File: src/rtl/ibex_trace_pkg.sv
// Shared types for the Ibex retirement trace recorder: record layout, capture modes
// and recorder FSM states.
package ibex_trace_pkg;

   localparam int unsigned TraceRecW = 104;

   typedef enum logic [1:0] {
      MODE_OFF  = 2'd0,
      MODE_FILL = 2'd1,
      MODE_WRAP = 2'd2,
      MODE_RSVD = 2'd3
   } trace_mode_e;

   typedef enum logic [1:0] {
      IDLE     = 2'd0,
      CAPTURE  = 2'd1,
      POSTTRIG = 2'd2,
      FROZEN   = 2'd3
   } trace_state_e;

   typedef struct packed {
      logic        gap;
      logic        trap;
      logic        intr;
      logic [4:0]  rd_addr;
      logic [31:0] rd_wdata;
      logic [31:0] insn;
      logic [31:0] pc;
   } trace_rec_t;

endpackage

File: src/rtl/ibex_trace_capture_if.sv
// RVFI retirement inputs and the record drain stream of the trace recorder.
// The slave modport is the recorder's view; master is the core/consumer side.
interface ibex_trace_capture_if;
   import ibex_trace_pkg::*;

   logic        rvfi_valid;
   logic [63:0] rvfi_order;
   logic [31:0] rvfi_pc_rdata;
   logic [31:0] rvfi_insn;
   logic        rvfi_trap;
   logic        rvfi_intr;
   logic [4:0]  rvfi_rd_addr;
   logic [31:0] rvfi_rd_wdata;
   logic        out_valid;
   logic        out_ready;
   trace_rec_t  out_rec;

   modport master (
      output rvfi_valid, rvfi_order, rvfi_pc_rdata, rvfi_insn, rvfi_trap,
             rvfi_intr, rvfi_rd_addr, rvfi_rd_wdata, out_ready,
      input  out_valid, out_rec
   );

   modport slave (
      input  rvfi_valid, rvfi_order, rvfi_pc_rdata, rvfi_insn, rvfi_trap,
             rvfi_intr, rvfi_rd_addr, rvfi_rd_wdata, out_ready,
      output out_valid, out_rec
   );

endinterface

File: src/rtl/ibex_trace_ring.sv
// Ring buffer for trace records: flop storage, pointers, occupancy count and
// push/pop/overwrite arbitration. Head is read combinationally and zeroed when empty.
module ibex_trace_ring #(
   parameter int unsigned Depth = 16,
   parameter int unsigned Width = 104
) (
   input  logic                    clk_i,
   input  logic                    rst_i,
   input  logic                    clr_i,
   input  logic                    push_i,
   input  logic                    wrap_i,
   input  logic [Width-1:0]        wdata_i,
   input  logic                    ready_i,
   output logic                    valid_o,
   output logic [Width-1:0]        rdata_o,
   output logic [$clog2(Depth):0]  level_o,
   output logic                    drop_o
);
   localparam int unsigned PtrW = $clog2(Depth);

   logic [Width-1:0] r_mem [Depth];
   logic [PtrW-1:0]  r_wptr;
   logic [PtrW-1:0]  r_rptr;
   logic [PtrW:0]    r_count;
   logic             w_full;
   logic             w_pop;
   logic             w_wr_en;
   logic             w_rd_adv;

   assign w_full   = (r_count == (PtrW+1)'(Depth));
   assign valid_o  = (r_count != '0);
   assign w_pop    = valid_o && ready_i && !clr_i;
   // A full buffer still accepts a push if the head leaves this cycle or we overwrite.
   assign w_wr_en  = push_i && (!w_full || w_pop || wrap_i);
   assign w_rd_adv = w_pop || (w_wr_en && w_full);
   assign drop_o   = push_i && w_full && !w_pop && !wrap_i;
   assign rdata_o  = valid_o ? r_mem[r_rptr] : '0;
   assign level_o  = r_count;

   always_ff @(posedge clk_i) begin
      if (rst_i || clr_i) begin
         r_wptr  <= '0;
         r_rptr  <= '0;
         r_count <= '0;
      end else begin
         if (w_wr_en) begin
            r_wptr <= r_wptr + PtrW'(1);
         end
         if (w_rd_adv) begin
            r_rptr <= r_rptr + PtrW'(1);
         end
         if (w_wr_en && !w_rd_adv) begin
            r_count <= r_count + (PtrW+1)'(1);
         end else if (!w_wr_en && w_rd_adv) begin
            r_count <= r_count - (PtrW+1)'(1);
         end
      end
   end

   always_ff @(posedge clk_i) begin
      if (w_wr_en) begin
         r_mem[r_wptr] <= wdata_i;
      end
   end

endmodule

File: src/rtl/ibex_trace_capture.sv
// Retirement trace recorder: capture FSM, post-trigger countdown, order-gap
// detection and saturating drop counter in front of the record ring.
module ibex_trace_capture
   import ibex_trace_pkg::*;
#(
   parameter int unsigned Depth        = 16,
   parameter int unsigned PostTrigCnt  = 8,
   parameter int unsigned DropCntWidth = 16
) (
   input  logic                     clk_i,
   input  logic                     rst_i,
   input  logic [1:0]               mode_i,
   input  logic                     clear_i,
   ibex_trace_capture_if.slave      bus,
   output logic [$clog2(Depth):0]   level_o,
   output logic [DropCntWidth-1:0]  dropped_o,
   output logic                     frozen_o
);
   localparam int unsigned CntW = (PostTrigCnt == 0) ? 1 : $clog2(PostTrigCnt + 1);

   trace_state_e           r_state;
   trace_state_e           w_state_next;
   logic [CntW-1:0]        r_trig_cnt;
   logic [CntW-1:0]        w_trig_cnt_next;
   logic [63:0]            r_last_order;
   logic                   r_have_last;
   logic [DropCntWidth-1:0] r_dropped;
   logic                   w_mode_on;
   logic                   w_wrap;
   logic                   w_capturing;
   logic                   w_push;
   logic                   w_drop;
   logic                   w_gap;
   logic                   w_valid;
   trace_rec_t             w_rec;
   logic [TraceRecW-1:0]   w_rdata;

   assign w_mode_on   = (mode_i == MODE_FILL) || (mode_i == MODE_WRAP);
   assign w_wrap      = (mode_i == MODE_WRAP);
   assign w_capturing = (r_state == CAPTURE) || (r_state == POSTTRIG);
   assign w_push      = w_capturing && bus.rvfi_valid && !clear_i;
   assign w_gap       = r_have_last && (bus.rvfi_order != r_last_order + 64'd1);

   assign w_rec = '{gap: w_gap, trap: bus.rvfi_trap, intr: bus.rvfi_intr,
                    rd_addr: bus.rvfi_rd_addr, rd_wdata: bus.rvfi_rd_wdata,
                    insn: bus.rvfi_insn, pc: bus.rvfi_pc_rdata};

   ibex_trace_ring #(
      .Depth (Depth),
      .Width (TraceRecW)
   ) u_ring (
      .clk_i   (clk_i),
      .rst_i   (rst_i),
      .clr_i   (clear_i),
      .push_i  (w_push),
      .wrap_i  (w_wrap),
      .wdata_i (w_rec),
      .ready_i (bus.out_ready),
      .valid_o (w_valid),
      .rdata_o (w_rdata),
      .level_o (level_o),
      .drop_o  (w_drop)
   );

   assign bus.out_valid = w_valid;
   assign bus.out_rec   = w_rdata;
   assign dropped_o     = r_dropped;
   assign frozen_o      = (r_state == FROZEN);

   always_comb begin
      w_state_next    = r_state;
      w_trig_cnt_next = r_trig_cnt;
      case (r_state)
         IDLE: begin
            if (w_mode_on) w_state_next = CAPTURE;
         end
         CAPTURE: begin
            if (!w_mode_on) begin
               w_state_next = IDLE;
            end else if (w_push && w_wrap && bus.rvfi_trap) begin
               if (PostTrigCnt == 0) begin
                  w_state_next = FROZEN;
               end else begin
                  w_state_next    = POSTTRIG;
                  w_trig_cnt_next = CntW'(PostTrigCnt);
               end
            end
         end
         POSTTRIG: begin
            // Later traps are recorded but never reload the countdown.
            if (!w_mode_on) begin
               w_state_next = IDLE;
            end else if (w_push) begin
               w_trig_cnt_next = r_trig_cnt - CntW'(1);
               if (r_trig_cnt == CntW'(1)) w_state_next = FROZEN;
            end
         end
         FROZEN: begin
            w_state_next = FROZEN;
         end
         default: w_state_next = IDLE;
      endcase
      if (clear_i) begin
         w_state_next    = IDLE;
         w_trig_cnt_next = '0;
      end
   end

   always_ff @(posedge clk_i) begin
      if (rst_i) begin
         r_state      <= IDLE;
         r_trig_cnt   <= '0;
         r_last_order <= '0;
         r_have_last  <= 1'b0;
         r_dropped    <= '0;
      end else begin
         r_state    <= w_state_next;
         r_trig_cnt <= w_trig_cnt_next;
         if (clear_i) begin
            r_last_order <= '0;
            r_have_last  <= 1'b0;
            r_dropped    <= '0;
         end else begin
            // Dropped retirements still advance the order tracker.
            if (w_capturing && bus.rvfi_valid) begin
               r_last_order <= bus.rvfi_order;
               r_have_last  <= 1'b1;
            end
            if (w_drop && (r_dropped != '1)) begin
               r_dropped <= r_dropped + DropCntWidth'(1);
            end
         end
      end
   end

endmodule

File: src/flat_wrapper.sv
// flat-port wrapper written by rule: the top's interface ports become plain ports
module ibex_trace_capture_flat import ibex_trace_pkg::*;
#(
   parameter int unsigned Depth        = 16,
   parameter int unsigned PostTrigCnt  = 8,
   parameter int unsigned DropCntWidth = 16
)
  (clk_i, rst_i, mode_i, clear_i, level_o, dropped_o, frozen_o, bus_rvfi_valid, bus_rvfi_order, bus_rvfi_pc_rdata, bus_rvfi_insn, bus_rvfi_trap, bus_rvfi_intr, bus_rvfi_rd_addr, bus_rvfi_rd_wdata, bus_out_ready, bus_out_valid, bus_out_rec);
  ibex_trace_capture_if bus_i ();
  input  logic clk_i;
  input  logic rst_i;
  input  logic [1:0] mode_i;
  input  logic clear_i;
  output logic [$clog2(Depth):0] level_o;
  output logic [DropCntWidth-1:0] dropped_o;
  output logic frozen_o;
  input wire logic [$bits(bus_i.rvfi_valid)-1:0] bus_rvfi_valid;
  input wire logic [$bits(bus_i.rvfi_order)-1:0] bus_rvfi_order;
  input wire logic [$bits(bus_i.rvfi_pc_rdata)-1:0] bus_rvfi_pc_rdata;
  input wire logic [$bits(bus_i.rvfi_insn)-1:0] bus_rvfi_insn;
  input wire logic [$bits(bus_i.rvfi_trap)-1:0] bus_rvfi_trap;
  input wire logic [$bits(bus_i.rvfi_intr)-1:0] bus_rvfi_intr;
  input wire logic [$bits(bus_i.rvfi_rd_addr)-1:0] bus_rvfi_rd_addr;
  input wire logic [$bits(bus_i.rvfi_rd_wdata)-1:0] bus_rvfi_rd_wdata;
  input wire logic [$bits(bus_i.out_ready)-1:0] bus_out_ready;
  output wire logic [$bits(bus_i.out_valid)-1:0] bus_out_valid;
  output wire logic [$bits(bus_i.out_rec)-1:0] bus_out_rec;
  assign bus_i.rvfi_valid = bus_rvfi_valid;
  assign bus_i.rvfi_order = bus_rvfi_order;
  assign bus_i.rvfi_pc_rdata = bus_rvfi_pc_rdata;
  assign bus_i.rvfi_insn = bus_rvfi_insn;
  assign bus_i.rvfi_trap = bus_rvfi_trap;
  assign bus_i.rvfi_intr = bus_rvfi_intr;
  assign bus_i.rvfi_rd_addr = bus_rvfi_rd_addr;
  assign bus_i.rvfi_rd_wdata = bus_rvfi_rd_wdata;
  assign bus_i.out_ready = bus_out_ready;
  assign bus_out_valid = bus_i.out_valid;
  assign bus_out_rec = bus_i.out_rec;
  ibex_trace_capture #(.Depth(Depth), .PostTrigCnt(PostTrigCnt), .DropCntWidth(DropCntWidth)) u_core (.clk_i(clk_i), .rst_i(rst_i), .mode_i(mode_i), .clear_i(clear_i), .bus(bus_i), .level_o(level_o), .dropped_o(dropped_o), .frozen_o(frozen_o));
endmodule
File: config.mk
export PLATFORM = sky130hd
export DESIGN_NAME = ibex_trace_capture_flat
export DESIGN_NICKNAME = d
export VERILOG_FILES = /design/src/rtl/ibex_trace_pkg.sv /design/src/rtl/ibex_trace_capture_if.sv /design/src/rtl/ibex_trace_ring.sv /design/src/rtl/ibex_trace_capture.sv /design/src/flat_wrapper.sv
export SDC_FILE = /design/constraint.sdc
export NUM_CORES = 2
export LEC_CHECK = 0
export ABC_CLOCK_PERIOD_IN_PS = 15800
export BUFFER_PORTS_ARGS = -buffer_cell sky130_fd_sc_hd__buf_2
export CAP_MARGIN = 0
export CORE_AREA = 2 2 420 422
export CTS_BUF_LIST = sky130_fd_sc_hd__clkbuf_8
export DETAILED_ROUTE_END_ITERATION = 6
export DIE_AREA = 0 0 422 424
export PLACE_DENSITY = 0.56
export SKIP_LAST_GASP = 1
export SLEW_MARGIN = 10
export SYNTH_ARGS = -nofsm -noshare
export SYNTH_HDL_FRONTEND = slang
export SYNTH_SLANG_ARGS = --single-unit
export TNS_END_PERCENT = 5
File: constraint.sdc
create_clock -name clk_i -period 15.8 [get_ports clk_i]
set_clock_uncertainty 0.05 [all_clocks]
set_input_delay 3.16 -clock clk_i [delete_from_list [all_inputs] [get_ports clk_i]]
set_output_delay 3.16 -clock clk_i [all_outputs]
set_load 0.005 [all_outputs]
### After elaboration in Yosys (flattened, before gate mapping)

Memories as Yosys holds them, arrays and structs flattened. A register that Yosys moved wholly into a read port is not among the register bits.
Cells that the tools add are included.

* logic and storage cells: 86
* latch bits: 0
* bits in registers: 100
* memory bits (read-only): 0
* memory bits (writable): 1664
* input port bits: 174
* memories kept: 1

Memories
* u_core.u_ring.r_mem: depth 16, bits a word 104, rd ports 1, clocked after memory_dff 1, wr ports 1, line ibex_trace_ring.sv:21 `logic [Width-1:0] r_mem [Depth];`

* multiplexer cells: 19
* bitwise operators: 0
* shift operators: 0
* $lt $le $gt $ge: 0
* reduce and logical (&&, ||, !) cells: 34
* multiply operators: 0
* div/mod/pow operators: 0
* add/sub/neg operators: 7
* equality and inequality tests: 17

Operators with widths (number)
* 104-bit two-way mux: 1
* 64-bit by 1-bit adder with 64-bit output, second input constant: 1
* 64-bit inequality test: 1
* 4-bit two-way mux: 6
* 16-bit by 1-bit adder with 16-bit output, second input constant: 1
* 16-bit inequality test, second input constant: 1
* 1-bit logical AND: 15
* 2-bit two-way mux: 6
* 5-bit two-way mux: 2
* 3-bit inequality test, second input constant: 3
* 4-bit by 1-bit adder with 4-bit output, second input constant: 2
* 2-bit one-hot mux with 4 select lines: 1
* 4-bit one-hot mux with 2 select lines: 1
* 2-bit == test, second input constant: 3
* 1-bit logical NOT: 6
* 1-bit logical OR: 6
* 2-bit by 1-bit inequality test with 1-bit output, second input constant: 3
* 5-bit by 1-bit adder with 5-bit output, second input constant: 1
* 5-bit == test, second input constant: 1
* 5-bit AND reduction: 1
* 5-bit nonzero test: 1
* 5-bit by 1-bit subtractor with 5-bit output, second input constant: 1
* 2-bit by 1-bit == test with 1-bit output, second input constant: 2
* 4-bit by 1-bit == test with 1-bit output, second input constant: 1
* 7 further kinds: 10

### Depth between registers and ports, before layout

* depth in word-level cells: 11
* mapped depth: 15
* mapped depth without buffers: 15

### Modules after synthesis

From an unflattened synthesis, not the netlist that was laid out.

* cells, all modules: 3452
* area total of the unflattened synthesis: 69379.0 µm²

By module, submodules not included
* ibex_trace_ring: times used 1, area each 63674.8 µm², cells each 2676, seq. area each 50308.2 µm²
* ibex_trace_capture: times used 1, area each 5704.2 µm², cells each 776, seq. area each 1741.7 µm²

### Least setup slack after synthesis

Ideal clock, no wire load.

* kind: input -> register
* start: input mode_i[0]
* end: memory u_core.u_ring.r_mem[3][0], enable pin
* data arrival time: 11.353 ns
* cell stages on the path: 6
* required time: 15.057 ns
* path slack: 3.704 ns
* setup time: 0.693 ns
* cells stage by stage: inv_1 -> ha_1 -> nor4b_2 -> nor3_1 -> nand2_1 -> nor3_1

* cells in the longest elaborated chain, start to end: 5

RTL lines
* from (decl): line flat_wrapper.sv:12 `input logic [1:0] mode_i;`
* 2-bit == test: line ibex_trace_capture.sv:39 `assign w_wrap = (mode_i == MODE_WRAP);`
* 1-bit logical OR: line ibex_trace_ring.sv:34 `assign w_wr_en = push_i && (!w_full || w_pop || wrap_i);`
* 1-bit logical AND: line ibex_trace_ring.sv:34
* named net u_core.u_ring.w_wr_en: line ibex_trace_ring.sv:27 `logic w_wr_en;`
* 1-bit two-way mux: line ibex_trace_ring.sv:61 `if (w_wr_en) begin`
* 1-bit two-way mux (not written as such): line ibex_trace_ring.sv:62 `r_mem[r_wptr] <= wdata_i;`
* to (decl): line ibex_trace_ring.sv:21

The timed path passes the listed nets, and every way through them passes these cells.

==> impl_metrics.yaml <==
run_status:
  result_of_the_run: "finished, final reports clean"
sta:
  fmax_mhz: 119
  timing.final.hold_violations: 0
  slew_violations: 0
  slew_headroom_pct: 14.4
  fin_tns_setup_ns: 0
  rsz0062_at_grt: "false"
  worstMarginPinSlew_ns: 1.28
  fin_crit_sh_pct: 53.4
  setup_viol: 0
  layout_setup_ws_ns: 7.37
  period_needed_ns: 8.43
finish:
  commonest_non_fill_non_tap_cell_in_the_layout: "sky130_fd_sc_hd__edfxtp_1"
  synthesis_to_finish_area_growth_pct: 14.3
  final_cell_area_sq_um: 79500
  layout.cells.most_common_list: "sky130_fd_sc_hd__edfxtp_1 (1,664), sky130_fd_sc_hd__mux4_2 (520), sky130_fd_sc_hd__clkbuf_8 (325)"
  layout-drive-gt1-share_pct: 31.8
  nNetsFinal: 3995
  fill_cells: 15000
pwr:
  p_seq_share_pct: 56.0
  power.density_nw_per_um2: 115
  internal-power_mw: 7.20
  power.switching_mw: 1.96
  power.share.switching_pct: 21.4
  share_clk_of_total_power_pct: 41.3
  combPwrFrac_pct: 2.7
  power_mw: 9.16
  static-leakage-power_nw: 24.7
  irDropWorstVdd_v: 0.0000808
grt:
  global_route.overflow_total: 0
  grtUsageTotal_pct: 19.1
  number_of_global_route_vias_before_repair: 36000
  grt_antenna_before_repair: 55
  grt_start_max_net_pins: 136
  global_route_wire_length_before_repair_um: 249000
place:
  dpl_cell_area_sq_um: 74000
  numPortBuffers: 300
  dpl_worst_slack_ns: 8.16
  place.detailed.hpwl_um: 87700
  finalWeightedCongestion: 0.856
setup_path:
  worst-path-buf-inv: 3
  cp_top_family: "buffers and inverters"
  timing.critical_path.from_type: "flip-flop"
  critical_path.endpoint_type: "output pin"
  slowest_delay_ns: 0.89
  crit_chain: "buf_4 -> buf_4 -> mux4_2 -> mux4_2 -> nor2b_1 -> buf_2"
  critical_path_peak_fanout: 46
  worst-endpoint-arrival_ns: 5.22
  worst-endpoint-required_ns: 12.59
  timing.rr.start: "u_core.r_state[0]$_SDFFE_PP0P_"
  critical_path.slowest_cell: "sky130_fd_sc_hd__buf_4"
  criticalPathCategory: "reg -> out"
drt:
  firstDrtPassIters: 6
  remaining_drc_errors: 0
  drt_first_iter_violations: 2968
  detail_route.wirelength_um: 172000
  wl_per_cell_um: 27.0
  drt.antenna.violating_nets: 0
  dr_total_vias: 34700
  detail_route.vias_per_cell: 5.45
synthesis:
  ys_top_cells_by_area: "sky130_fd_sc_hd__edfxtp_1 (72%), sky130_fd_sc_hd__mux4_2 (17%), sky130_fd_sc_hd__dfxtp_1 (3.0%), sky130_fd_sc_hd__nor2b_1 (0.94%), sky130_fd_sc_hd__nand2_1 (0.92%)"
  synthDominantAreaCellType: "sky130_fd_sc_hd__edfxtp_1"
  synth_ff_type: "sky130_fd_sc_hd__edfxtp_1"
  synth_seq_cells: 1768
  synthesis.nets: 3497
  syn_area_per_cell_sq_um: 21.1
  synth_top_area_share_pct: 71.9
  mappedNetlistArea_sq_um: 69500
  synth_edf_count: 1664
  synthCells: 3302
  synth_sequential_area_ratio_pct: 74.9
  synth-warning-count: 0
  unique_masters_post_synth: 65
  synth-async-reset-ratio_pct: 0
cts:
  ctsResizeCount: 0
  cts_root_buffer: "sky130_fd_sc_hd__clkbuf_8"
  worst_skew_pair.late_latency_ns: 0.97
  clk_transition_reported_paths_ns: 0.06
  clock_sink_count: 1768
  cts_setup_buffers: 0
  tritoncts.num_buffers: 316
  clock_tree.htree_level_count: 5
  cts_tree: "done"
  ctsLongestPathBuffers: 4
  cts_hold_buf: 0
floorplanning:
  die_area_sq_um: 179000
  top_level_ports: 301
  placementRows: 154
  initial_core_util_pct: 39.7
  fp.dieW_um: 422
  die_h_um: 424
  floorplan.core_area_sq_um: 175000
job:
  drv_cap: 0
hold_path:
  hold_start: "u_core.r_last_order[63]$_SDFFE_PP0N_"
  hp-class: "reg -> reg"
==> flip-flops by register name (all words and copies together), names as in the netlist, named ones only <==
register / flops
u_core.u_ring.r_rptr: 4
u_core.dropped_o: 16
u_core.r_last_order: 64
u_core.r_trig_cnt: 4
u_core.u_ring.r_wptr: 4
u_core.u_ring.r_mem: 1664
u_core.u_ring.level_o: 5
u_core.r_state: 2
u_core.r_have_last: 1
==> power groups by stage <==
| stage | clock [mW] | sequential, mW | combinational (mW) |
|---|---|---|---|
| after floorplan | 0 | 5.23 | 0.101 |
| after global placement | 0 | 5.23 | 0.245 |
| after detailed placement | 0 | 5.23 | 0.248 |
| after CTS | 3.91 | 5.13 | 0.249 |
| after global routing | 4.12 | 5.13 | 0.267 |
| final | 3.78 | 5.13 | 0.243 |
==> per-layer routing <==
layer	vias to the layer above	share of wire (%)	GRT usage, %
met5	-	0.13	0
met3	337	5.9	4.42
met2	1118	50	31.5
met1	18500	42	25.4
li1	14700	-	-
met4	36	2.2	5.61
==> cell usage after synthesis, types with 6 or more instances <==
cell type and number:
sky130_fd_sc_hd__nand3_1 39, sky130_fd_sc_hd__and3_1 13, sky130_fd_sc_hd__dfxtp_1 104, sky130_fd_sc_hd__mux2i_1 7, sky130_fd_sc_hd__and2_1 6, sky130_fd_sc_hd__a21oi_1 87, sky130_fd_sc_hd__mux4_2 520, sky130_fd_sc_hd__o21ai_0 7
sky130_fd_sc_hd__and4_1 16, sky130_fd_sc_hd__edfxtp_1 1664, sky130_fd_sc_hd__nor2_1 80, sky130_fd_sc_hd__nor4_1 12, sky130_fd_sc_hd__a31oi_1 7, sky130_fd_sc_hd__buf_2 8, sky130_fd_sc_hd__nand2b_1 8, sky130_fd_sc_hd__xnor2_1 72
sky130_fd_sc_hd__nand2_1 171, sky130_fd_sc_hd__buf_1 27, sky130_fd_sc_hd__clkbuf_1 134, sky130_fd_sc_hd__inv_1 23, sky130_fd_sc_hd__nor2b_1 104, sky130_fd_sc_hd__nor3_1 28, sky130_fd_sc_hd__nand4_1 32, sky130_fd_sc_hd__ha_1 20
sky130_fd_sc_hd__xor2_1 45
==> final cells by class <==
| class | instances | area [sq um] | area share, % |
|---|---|---|---|
| diodes | 7 | 17.5 | 0.0220 |
| repair buffers | 350 | 2030 | 2.55 |
| multi-input cells | 1341 | 16900 | 21.2 |
| clock inverters | 210 | 1010 | 1.27 |
| flip-flops and latches | 1768 | 52100 | 65.5 |
| clock buffers | 325 | 4470 | 5.63 |
| well taps | 2340 | 2930 | 3.68 |
| inverters | 23 | 86.3 | 0.109 |
==> cell families after synthesis <==
group,Yosys count,synth area share (%)
AO/OA/AOI/OAI,136,1.18
adder cells (fa/ha/maj),21,0.389
XOR/XNOR,117,1.47
flip-flops,1768,74.9
multiplexers,528,17.0
AND/OR/NAND/NOR,539,4.08
buffers and inverters,193,1.07
==> final timing paths <==
kind                                     endpoint  slack [ns]  depth (start not counted)
max                               bus_out_rec[92]        7.37                          6
min          u_core.r_last_order[63]$_SDFFE_PP0N_        0.42                          2
max reg2reg   u_core.u_ring.r_mem[6][7]$_DFFE_PP_       11.20                          9
min reg2reg  u_core.r_last_order[63]$_SDFFE_PP0N_        0.42                          2
==> worst reg2reg max path: stages (launching register included) <==
cell and delay, ns:
sky130_fd_sc_hd__dfxtp_1 0.36, sky130_fd_sc_hd__inv_1 0.11, sky130_fd_sc_hd__ha_1 0.31, sky130_fd_sc_hd__nand2_2 0.06, sky130_fd_sc_hd__nor3_1 0.20, sky130_fd_sc_hd__buf_4 0.21
sky130_fd_sc_hd__nand2_1 0.25, sky130_fd_sc_hd__nor2_4 0.76, sky130_fd_sc_hd__buf_4 0.90, sky130_fd_sc_hd__buf_4 0.96
==> stage by stage <==
stage | std cells | utilization, % | hold WS [ns]
after CTS | 6357 | 45.4 | 0.425
final | 6364 | 45.4 | 0.424
after detailed placement | 5822 | 42.3 | 0.417
after floorplan | 3302 | - | 0.391
after global routing | 6360 | 45.4 | 0.431
after global placement | 5822 | 42.3 | 0.408
Power figures use the tool's default switching activity.
